$ cat config.mk
export PLATFORM = sky130hd
export DESIGN_NAME = cmp_arbiter_flat
export DESIGN_NICKNAME = d
export VERILOG_FILES = /design/src/rtl/cmp_arbiter_if.sv /design/src/rtl/cmp_arbiter.sv /design/src/flat_wrapper.sv
export SDC_FILE = /design/constraint.sdc
export NUM_CORES = 1
export LEC_CHECK = 0
export CAP_MARGIN = 5
export CORE_AREA = 2 2 82 84
export DETAILED_ROUTE_END_ITERATION = 7
export DIE_AREA = 0 0 84 86
export GPL_TIMING_DRIVEN = 0
export HOLD_SLACK_MARGIN = 0.08
export PLACE_DENSITY = 0.73
export SLEW_MARGIN = 20
export SYNTH_ARGS = -nofsm -noshare
export SYNTH_HDL_FRONTEND = slang
export SYNTH_SLANG_ARGS = --single-unit
$ cat constraint.sdc
create_clock -name clk -period 5.9 [get_ports clk]
set_clock_uncertainty 0.2 [all_clocks]
set_input_delay 1.18 -clock clk [delete_from_list [all_inputs] [get_ports clk]]
set_output_delay 1.18 -clock clk [all_outputs]
set_load 0.005 [all_outputs]
$ cat src/rtl/cmp_arbiter_if.sv
// Bundle between the two compare requesters, the shared comparator and cmp_arbiter.
// The master side is the requester/comparator environment; the slave side is the arbiter.
interface cmp_arbiter_if;
  logic        req0;
  logic [31:0] rs1_0;
  logic [31:0] rs2_0;
  logic [2:0]  op0;
  logic        req1;
  logic [31:0] rs1_1;
  logic [31:0] rs2_1;
  logic [2:0]  op1;
  logic        gnt0;
  logic        gnt1;
  logic [31:0] cmp_rs1;
  logic [31:0] cmp_rs2;
  logic [2:0]  cmp_op;
  logic        cmp_out;
  logic        valid0;
  logic        valid1;
  logic        res0;
  logic        res1;

  modport master (
    output req0, rs1_0, rs2_0, op0, req1, rs1_1, rs2_1, op1, cmp_out,
    input  gnt0, gnt1, cmp_rs1, cmp_rs2, cmp_op, valid0, valid1, res0, res1
  );

  modport slave (
    input  req0, rs1_0, rs2_0, op0, req1, rs1_1, rs2_1, op1, cmp_out,
    output gnt0, gnt1, cmp_rs1, cmp_rs2, cmp_op, valid0, valid1, res0, res1
  );
endinterface

$ cat src/rtl/cmp_arbiter.sv
// Two-port arbiter sharing one branch/SLT comparator between the branch unit (port 0)
// and the SLT/SLTU path (port 1); results come back in a per-port registered slot.
module cmp_arbiter #(
  parameter bit RR = 1'b1
) (
  input  logic          clk,
  input  logic          rst,
  cmp_arbiter_if.slave  bus
);

  logic        last_r;
  logic        valid0_r;
  logic        valid1_r;
  logic        res0_r;
  logic        res1_r;
  logic        gnt0_s;
  logic        gnt1_s;
  logic [31:0] cmp_rs1_s;
  logic [31:0] cmp_rs2_s;
  logic [2:0]  cmp_op_s;

  // Grant selection: on contention the port that did not win last time goes first.
  always_comb begin
    gnt0_s = 1'b0;
    gnt1_s = 1'b0;
    if (rst) begin
      gnt0_s = 1'b0;
      gnt1_s = 1'b0;
    end else begin
      case ({bus.req1, bus.req0})
        2'b01: gnt0_s = 1'b1;
        2'b10: gnt1_s = 1'b1;
        2'b11: begin
          if (RR && (last_r == 1'b0)) begin
            gnt1_s = 1'b1;
          end else begin
            gnt0_s = 1'b1;
          end
        end
        default: begin
          gnt0_s = 1'b0;
          gnt1_s = 1'b0;
        end
      endcase
    end
  end

  // Operand steering; an idle comparator sees all-zero inputs.
  always_comb begin
    cmp_rs1_s = 32'd0;
    cmp_rs2_s = 32'd0;
    cmp_op_s  = 3'd0;
    case ({gnt1_s, gnt0_s})
      2'b01: begin
        cmp_rs1_s = bus.rs1_0;
        cmp_rs2_s = bus.rs2_0;
        cmp_op_s  = bus.op0;
      end
      2'b10: begin
        cmp_rs1_s = bus.rs1_1;
        cmp_rs2_s = bus.rs2_1;
        cmp_op_s  = bus.op1;
      end
      default: begin
        cmp_rs1_s = 32'd0;
        cmp_rs2_s = 32'd0;
        cmp_op_s  = 3'd0;
      end
    endcase
  end

  // Result slots and round-robin history; LAST resets to 1 so port 0 wins first.
  always_ff @(posedge clk) begin
    if (rst) begin
      last_r   <= 1'b1;
      valid0_r <= 1'b0;
      valid1_r <= 1'b0;
      res0_r   <= 1'b0;
      res1_r   <= 1'b0;
    end else begin
      valid0_r <= gnt0_s;
      valid1_r <= gnt1_s;
      if (gnt0_s) begin
        res0_r <= bus.cmp_out;
        last_r <= 1'b0;
      end else if (gnt1_s) begin
        res1_r <= bus.cmp_out;
        last_r <= 1'b1;
      end else begin
        last_r <= last_r;
      end
    end
  end

  assign bus.gnt0    = gnt0_s;
  assign bus.gnt1    = gnt1_s;
  assign bus.cmp_rs1 = cmp_rs1_s;
  assign bus.cmp_rs2 = cmp_rs2_s;
  assign bus.cmp_op  = cmp_op_s;
  assign bus.valid0  = valid0_r;
  assign bus.valid1  = valid1_r;
  assign bus.res0    = res0_r;
  assign bus.res1    = res1_r;

endmodule

$ cat src/flat_wrapper.sv
// flat-port wrapper written by rule: the top's interface ports become plain ports
module cmp_arbiter_flat 
#(
  parameter bit RR = 1'b1
)
  (clk, rst, bus_req0, bus_rs1_0, bus_rs2_0, bus_op0, bus_req1, bus_rs1_1, bus_rs2_1, bus_op1, bus_cmp_out, bus_gnt0, bus_gnt1, bus_cmp_rs1, bus_cmp_rs2, bus_cmp_op, bus_valid0, bus_valid1, bus_res0, bus_res1);
  cmp_arbiter_if bus_i ();
  input  logic clk;
  input  logic rst;
  input wire logic [$bits(bus_i.req0)-1:0] bus_req0;
  input wire logic [$bits(bus_i.rs1_0)-1:0] bus_rs1_0;
  input wire logic [$bits(bus_i.rs2_0)-1:0] bus_rs2_0;
  input wire logic [$bits(bus_i.op0)-1:0] bus_op0;
  input wire logic [$bits(bus_i.req1)-1:0] bus_req1;
  input wire logic [$bits(bus_i.rs1_1)-1:0] bus_rs1_1;
  input wire logic [$bits(bus_i.rs2_1)-1:0] bus_rs2_1;
  input wire logic [$bits(bus_i.op1)-1:0] bus_op1;
  input wire logic [$bits(bus_i.cmp_out)-1:0] bus_cmp_out;
  output wire logic [$bits(bus_i.gnt0)-1:0] bus_gnt0;
  output wire logic [$bits(bus_i.gnt1)-1:0] bus_gnt1;
  output wire logic [$bits(bus_i.cmp_rs1)-1:0] bus_cmp_rs1;
  output wire logic [$bits(bus_i.cmp_rs2)-1:0] bus_cmp_rs2;
  output wire logic [$bits(bus_i.cmp_op)-1:0] bus_cmp_op;
  output wire logic [$bits(bus_i.valid0)-1:0] bus_valid0;
  output wire logic [$bits(bus_i.valid1)-1:0] bus_valid1;
  output wire logic [$bits(bus_i.res0)-1:0] bus_res0;
  output wire logic [$bits(bus_i.res1)-1:0] bus_res1;
  assign bus_i.req0 = bus_req0;
  assign bus_i.rs1_0 = bus_rs1_0;
  assign bus_i.rs2_0 = bus_rs2_0;
  assign bus_i.op0 = bus_op0;
  assign bus_i.req1 = bus_req1;
  assign bus_i.rs1_1 = bus_rs1_1;
  assign bus_i.rs2_1 = bus_rs2_1;
  assign bus_i.op1 = bus_op1;
  assign bus_i.cmp_out = bus_cmp_out;
  assign bus_gnt0 = bus_i.gnt0;
  assign bus_gnt1 = bus_i.gnt1;
  assign bus_cmp_rs1 = bus_i.cmp_rs1;
  assign bus_cmp_rs2 = bus_i.cmp_rs2;
  assign bus_cmp_op = bus_i.cmp_op;
  assign bus_valid0 = bus_i.valid0;
  assign bus_valid1 = bus_i.valid1;
  assign bus_res0 = bus_i.res0;
  assign bus_res1 = bus_i.res1;
  cmp_arbiter #(.RR(RR)) u_core (.clk(clk), .rst(rst), .bus(bus_i));
endmodule
# Word level (Yosys, flattened, before mapping)
# Index checks and enable logic that the tools add are counted.
[op_classes]
n_eq_ne = 5
muxes = 11
bitwise = 1
n_reduce_logical = 2
[op_table]
columns = ["cell", "count"]
rows = [
  ["$pmux W32 S2", 2],
  ["$eq A2 B2 Y1 const B", 3],
  ["$mux W1", 6],
  ["$pmux W3 S2", 1],
  ["$eq A2 B1 Y1 const B", 2],
  ["$pmux W1 S2", 2],
  ["$reduce_and A2 Y1", 1],
  ["$reduce_bool A2 Y1", 1],
  ["$not A1 Y1", 1],
]
[totals]
reg_bits = 5
in_bits = 139
output_inout_bits = 73
wordCells = 24

# Logic depth before layout (Yosys ltp)
[depth]
ltp_word = 5
depth_mapped = 7
ltp_nobuf = 6

# Worst setup path before layout
# OpenSTA, ideal clock, no wires.
[synth_path]
kind = "input port to output port"
start = "in bus_req0"
end = "out bus_cmp_rs1[16]"
t_arrival_ns = 2.942
required_time_ns = 4.520
slack_ns = 1.578
stages = 7
path_buffers = 2
path_cell_list = "and2_4 -> or3b_1 -> ha_1 -> nor2b_1 -> clkbuf_1 -> buf_2 -> a22o_1"
[synth_between]
elab_chain_len = 5
word_cells_on_any_way = 10
classes_between = "eq/ne (5); mux (5)"
[synth_rtl]
columns = ["element", "line_no", "rtl"]
rows = [
  ["start: declaration", "flat_wrapper.sv:10", "input wire logic [$bits(bus_i.req0)-1:0] bus_req0;"],
  ["$eq A2 B2 Y1 / $eq A2 B1 Y1 (equally long branches)", "cmp_arbiter.sv:30", "case ({bus.req1, bus.req0})"],
  ["$pmux W1 S2", "cmp_arbiter.sv:30", ""],
  ["$mux W1", "cmp_arbiter.sv:26", "if (rst) begin"],
  ["$eq A2 B2 Y1 / $eq A2 B1 Y1 (equally long branches)", "cmp_arbiter.sv:53", "case ({gnt1_s, gnt0_s})"],
  ["$pmux W32 S2 (*)", "cmp_arbiter.sv:53", ""],
  ["end: declaration", "flat_wrapper.sv:21", "output wire logic [$bits(bus_i.cmp_rs1)-1:0] bus_cmp_rs1;"],
]
# Mark *: on every way between the ends. The rest lies on a longest branch, timed or not.

# Worst setup path after layout
[layout_path]
start = "in rst"
end = "out bus_cmp_rs2[7]"
[layout_between]
elab_chain_len = 3
word_cells_on_any_way = 5
classes_between = "eq/ne (2); mux (3)"
[layout_rtl]
columns = ["element", "line_no", "rtl"]
rows = [
  ["start: declaration", "flat_wrapper.sv:9", "input logic rst;"],
  ["$mux W1", "cmp_arbiter.sv:26", ""],
  ["$eq A2 B2 Y1 / $eq A2 B1 Y1 (equally long branches)", "cmp_arbiter.sv:53", ""],
  ["$pmux W32 S2 (*)", "cmp_arbiter.sv:53", ""],
  ["end: declaration", "flat_wrapper.sv:22", "output wire logic [$bits(bus_i.cmp_rs2)-1:0] bus_cmp_rs2;"],
]
# Marks and branches as above.

==> key figures <==
Status
  – Status: finished, final reports clean

Timing
  – Final setup fails: 0
  – Endpoints failing hold: 0
  – Minimum clock period: 5.53 ns
  – Final slew viol count: 0
  – Min setup slack post-route: between 0.3 and 0.4 ns
  – Max_slew headroom: 0.684
  – Fin crit share: 0.937
  – Fin Setup TNS: 0 ns
  – Fmax: 181 MHz
  – Actual slew at the worst max-slew pin: 0.475 ns
  – RSZ-0062 raised after global routing: false

Floorplan
  – Rows: 29
  – Die ar.: slightly above 7000 µm²
  – Die H: 86 µm
  – Die width: 84 µm
  – IO Count: 212
  – Core box area: 6280 µm²
  – Initial Util: 0.149

Setup path
  – Crit path max-delay family: buffers and inverters
  – CP Data Arrival Time: 4.15 ns
  – Crit-path most repeated cell: clkdlybuf4s50_1
  – R2r endpoint: u_core.bus.res1$_SDFFE_PP0P_
  – Setup CP Type: input port to primary output
  – Slowest cell on the critical path: clkdlybuf4s50_1
  – Critical Path RT: between 4 and 5 ns
  – CP Launch Type: input port
  – CP Buf/Inv Count: 4
  – Reg-to-Reg Start: u_core.last_r$_SDFFE_PP1P_
  – Worst reg-to-reg setup slack: 4.36 ns
  – Worst path cell trace: clkdlybuf4s50_1, or3b_1, ha_1, nor2b_1, clkbuf_2, buf_2, a22o_1, clkdlybuf4s50_1
  – CP peak stage delay: 0.58 ns
  – Worst reg2reg path depth: 3
  – CP Max Fanout: 10
  – Setup crit end kind: primary output

Cells and area
  – Fillers: 621
  – Commonest cells after routing, fill and taps aside: clkdlybuf4s50_1, a22o_1, buf_2, buf_4, dfxtp_1
  – ANT cells: 0
  – Layout cells sized above 1: 0.0623
  – Final core utilization: 0.508
  – Synthesis-to-finish area growth: 241%
  – Most common cell after layout, fill and taps aside: clkdlybuf4s50_1
  – Flip-flop and latch area: ~100 µm²
  – Final net count: 463
  – Multi-input gate area: 746 µm²

Synthesis
  – Synth cell types: 18
  – Syn Inst Count: 106
  – Syn avg cell area: 8.83 µm²
  – Synth warnings: 0
  – Mapped Nets: 247
  – Mapped Area: around 940 µm²
  – Synth top area cells: a22o_1, dfxtp_1, buf_4, buf_2, ha_1
  – Synth Register Bits: 5
  – Synth top area share: 0.618
  – Cell taking the most area after synthesis: a22o_1
  – Post-synthesis sequential area ratio: 0.107

Detailed routing
  – First-pass detailed-route iteration total: 2
  – DR iter-0 viols: 21
  – Avg Vias per Cell: between 4 and 5
  – Vias: around 1800
  – DR WL/cell: 15.7 µm
  – Final ANT Viol Nets: 0
  – Post-route DRC: 0
  – Detailed Route WL: about 6.3 mm

Power
  – Pwr/cell area: 87.8 nW/µm²
  – Sw power: 0.0633 mW
  – Sequential power share: 0.133
  – Worst vdd ir: approximately 54 µV
  – Internal power: 0.217 mW
  – Final Power: 0.280 mW
  – Leakage: 1.23 nW
  – Comb power frac: 0.640
  – Sw Share: 0.226
  – Clock share of power: 0.227

Clock network
  – Postcts setup bufs: 0
  – Post_cts resized: 0
  – Worst-path clk slew: 0.04 ns
  – CTS max path bufs: 2
  – Worst-Skew Late Latency: 0.21 ns
  – CTS tree: done
  – CTS Buf Count: 3
  – H-tree levels: 1
  – Root Buffer: clkbuf_8
  – Sink Count: 5
  – Hold buffers post-CTS: 0

Worst hold path
  – HP Start: u_core.last_r$_SDFFE_PP1P_
  – Hold path depth: 2
  – Min-Delay Path Class: flip-flop to flip-flop
  – WHS Endpoint: u_core.last_r$_SDFFE_PP1P_

GRT
  – First-pass GRT wire length: 9.32 mm
  – Initial antenna violation count: 0
  – Number of global-route vias before repair: 1853
  – All-layer global routing usage: 0.159
  – Remaining global-route overflow: 0
  – Pin count of the biggest net entering global routing: 11

Placed design
  – Hpwl dp: between 5 and 6 mm
  – Routability cong.: 0.721
  – Place WS: 0.123 ns
  – Port Buffers: 211

Run
  – Max cap viols: 0
-- cells by family after synthesis --
group	synth area share
AO/OA/AOI/OAI	0.634
buffers and inverters	0.0963
AND/OR/NAND/NOR	0.108
flip-flops	0.107
multiplexers	0.0281
adder cells (fa/ha/maj)	0.0267
-- synth_stat cells, drive strengths merged --
library cell	count
a22o	66
buf	11
dfxtp	5
nor2b	4
clkbuf	3
inv	3
nor3b	3
ha	2
mux2	2
nor2	2
a22oi	1
and2	1
nor4b	1
o21bai	1
or3b	1
-- cell type report --
class / instances / area share
Multi-Input combinational cell: 84 / 0.234
Clock buffer: 4 / 0.0141
Sequential cell: 5 / 0.0314
Inverter: 3 / 0.00353
Timing Repair Buffer: 211 / 0.662
Buffer: 14 / 0.0251
Tap cell: 77 / 0.0302
-- flip-flops by register name (all words and copies together), names as in the netlist --
signal             flops
u_core.bus.valid1      1
u_core.bus.res0        1
u_core.last_r          1
u_core.bus.valid0      1
u_core.bus.res1        1
-- worst min-delay path: stages, from the launching register on --
cell      delay (ns)
dfxtp_1         0.32
nor2_1          0.10
o21bai_1        0.06
-- power by group through the flow --
stage          combinational (mW)  clock [mW]  sequential (mW)
2_1_floorplan              0.0394           0           0.0379
3_3_place_gp                0.179           0           0.0376
3_5_place_dp                0.180           0           0.0378
4_1_cts                     0.181      0.0649           0.0372
5_1_grt                     0.192      0.0669           0.0374
6_report                    0.179      0.0637           0.0372
-- worst max path at each step --
stage / end / start / cells after the start / slack, ns
2_1_floorplan: bus_cmp_rs1[16] / bus_req0 / 7 / 1.58
3_3_place_gp: bus_cmp_rs2[7] / rst / 8 / 0.17
3_5_place_dp: bus_cmp_rs2[7] / rst / 8 / 0.12
4_1_cts: bus_cmp_rs2[7] / rst / 8 / 0.12
5_1_grt: bus_cmp_rs2[5] / rst / 8 / 0.15
6_report: bus_cmp_rs2[7] / rst / 8 / 0.37
-- metrics by stage --
step	instance area, µm²	hold slack, ns	instances
3_3_place_gp	3140	0.306	394
4_1_cts	3190	0.329	398
5_1_grt	3190	0.386	398
2_1_floorplan	936	0.289	106
3_5_place_dp	3140	0.324	394
6_report	3190	0.330	398
-- metal layers --
layer	global-route usage	wire, µm
met4	0.0396	128
met2	0.311	3340
met5	0	0
met1	0.161	2130
met3	0.0549	664
Note: power is estimated with default switching activity, not from simulation.
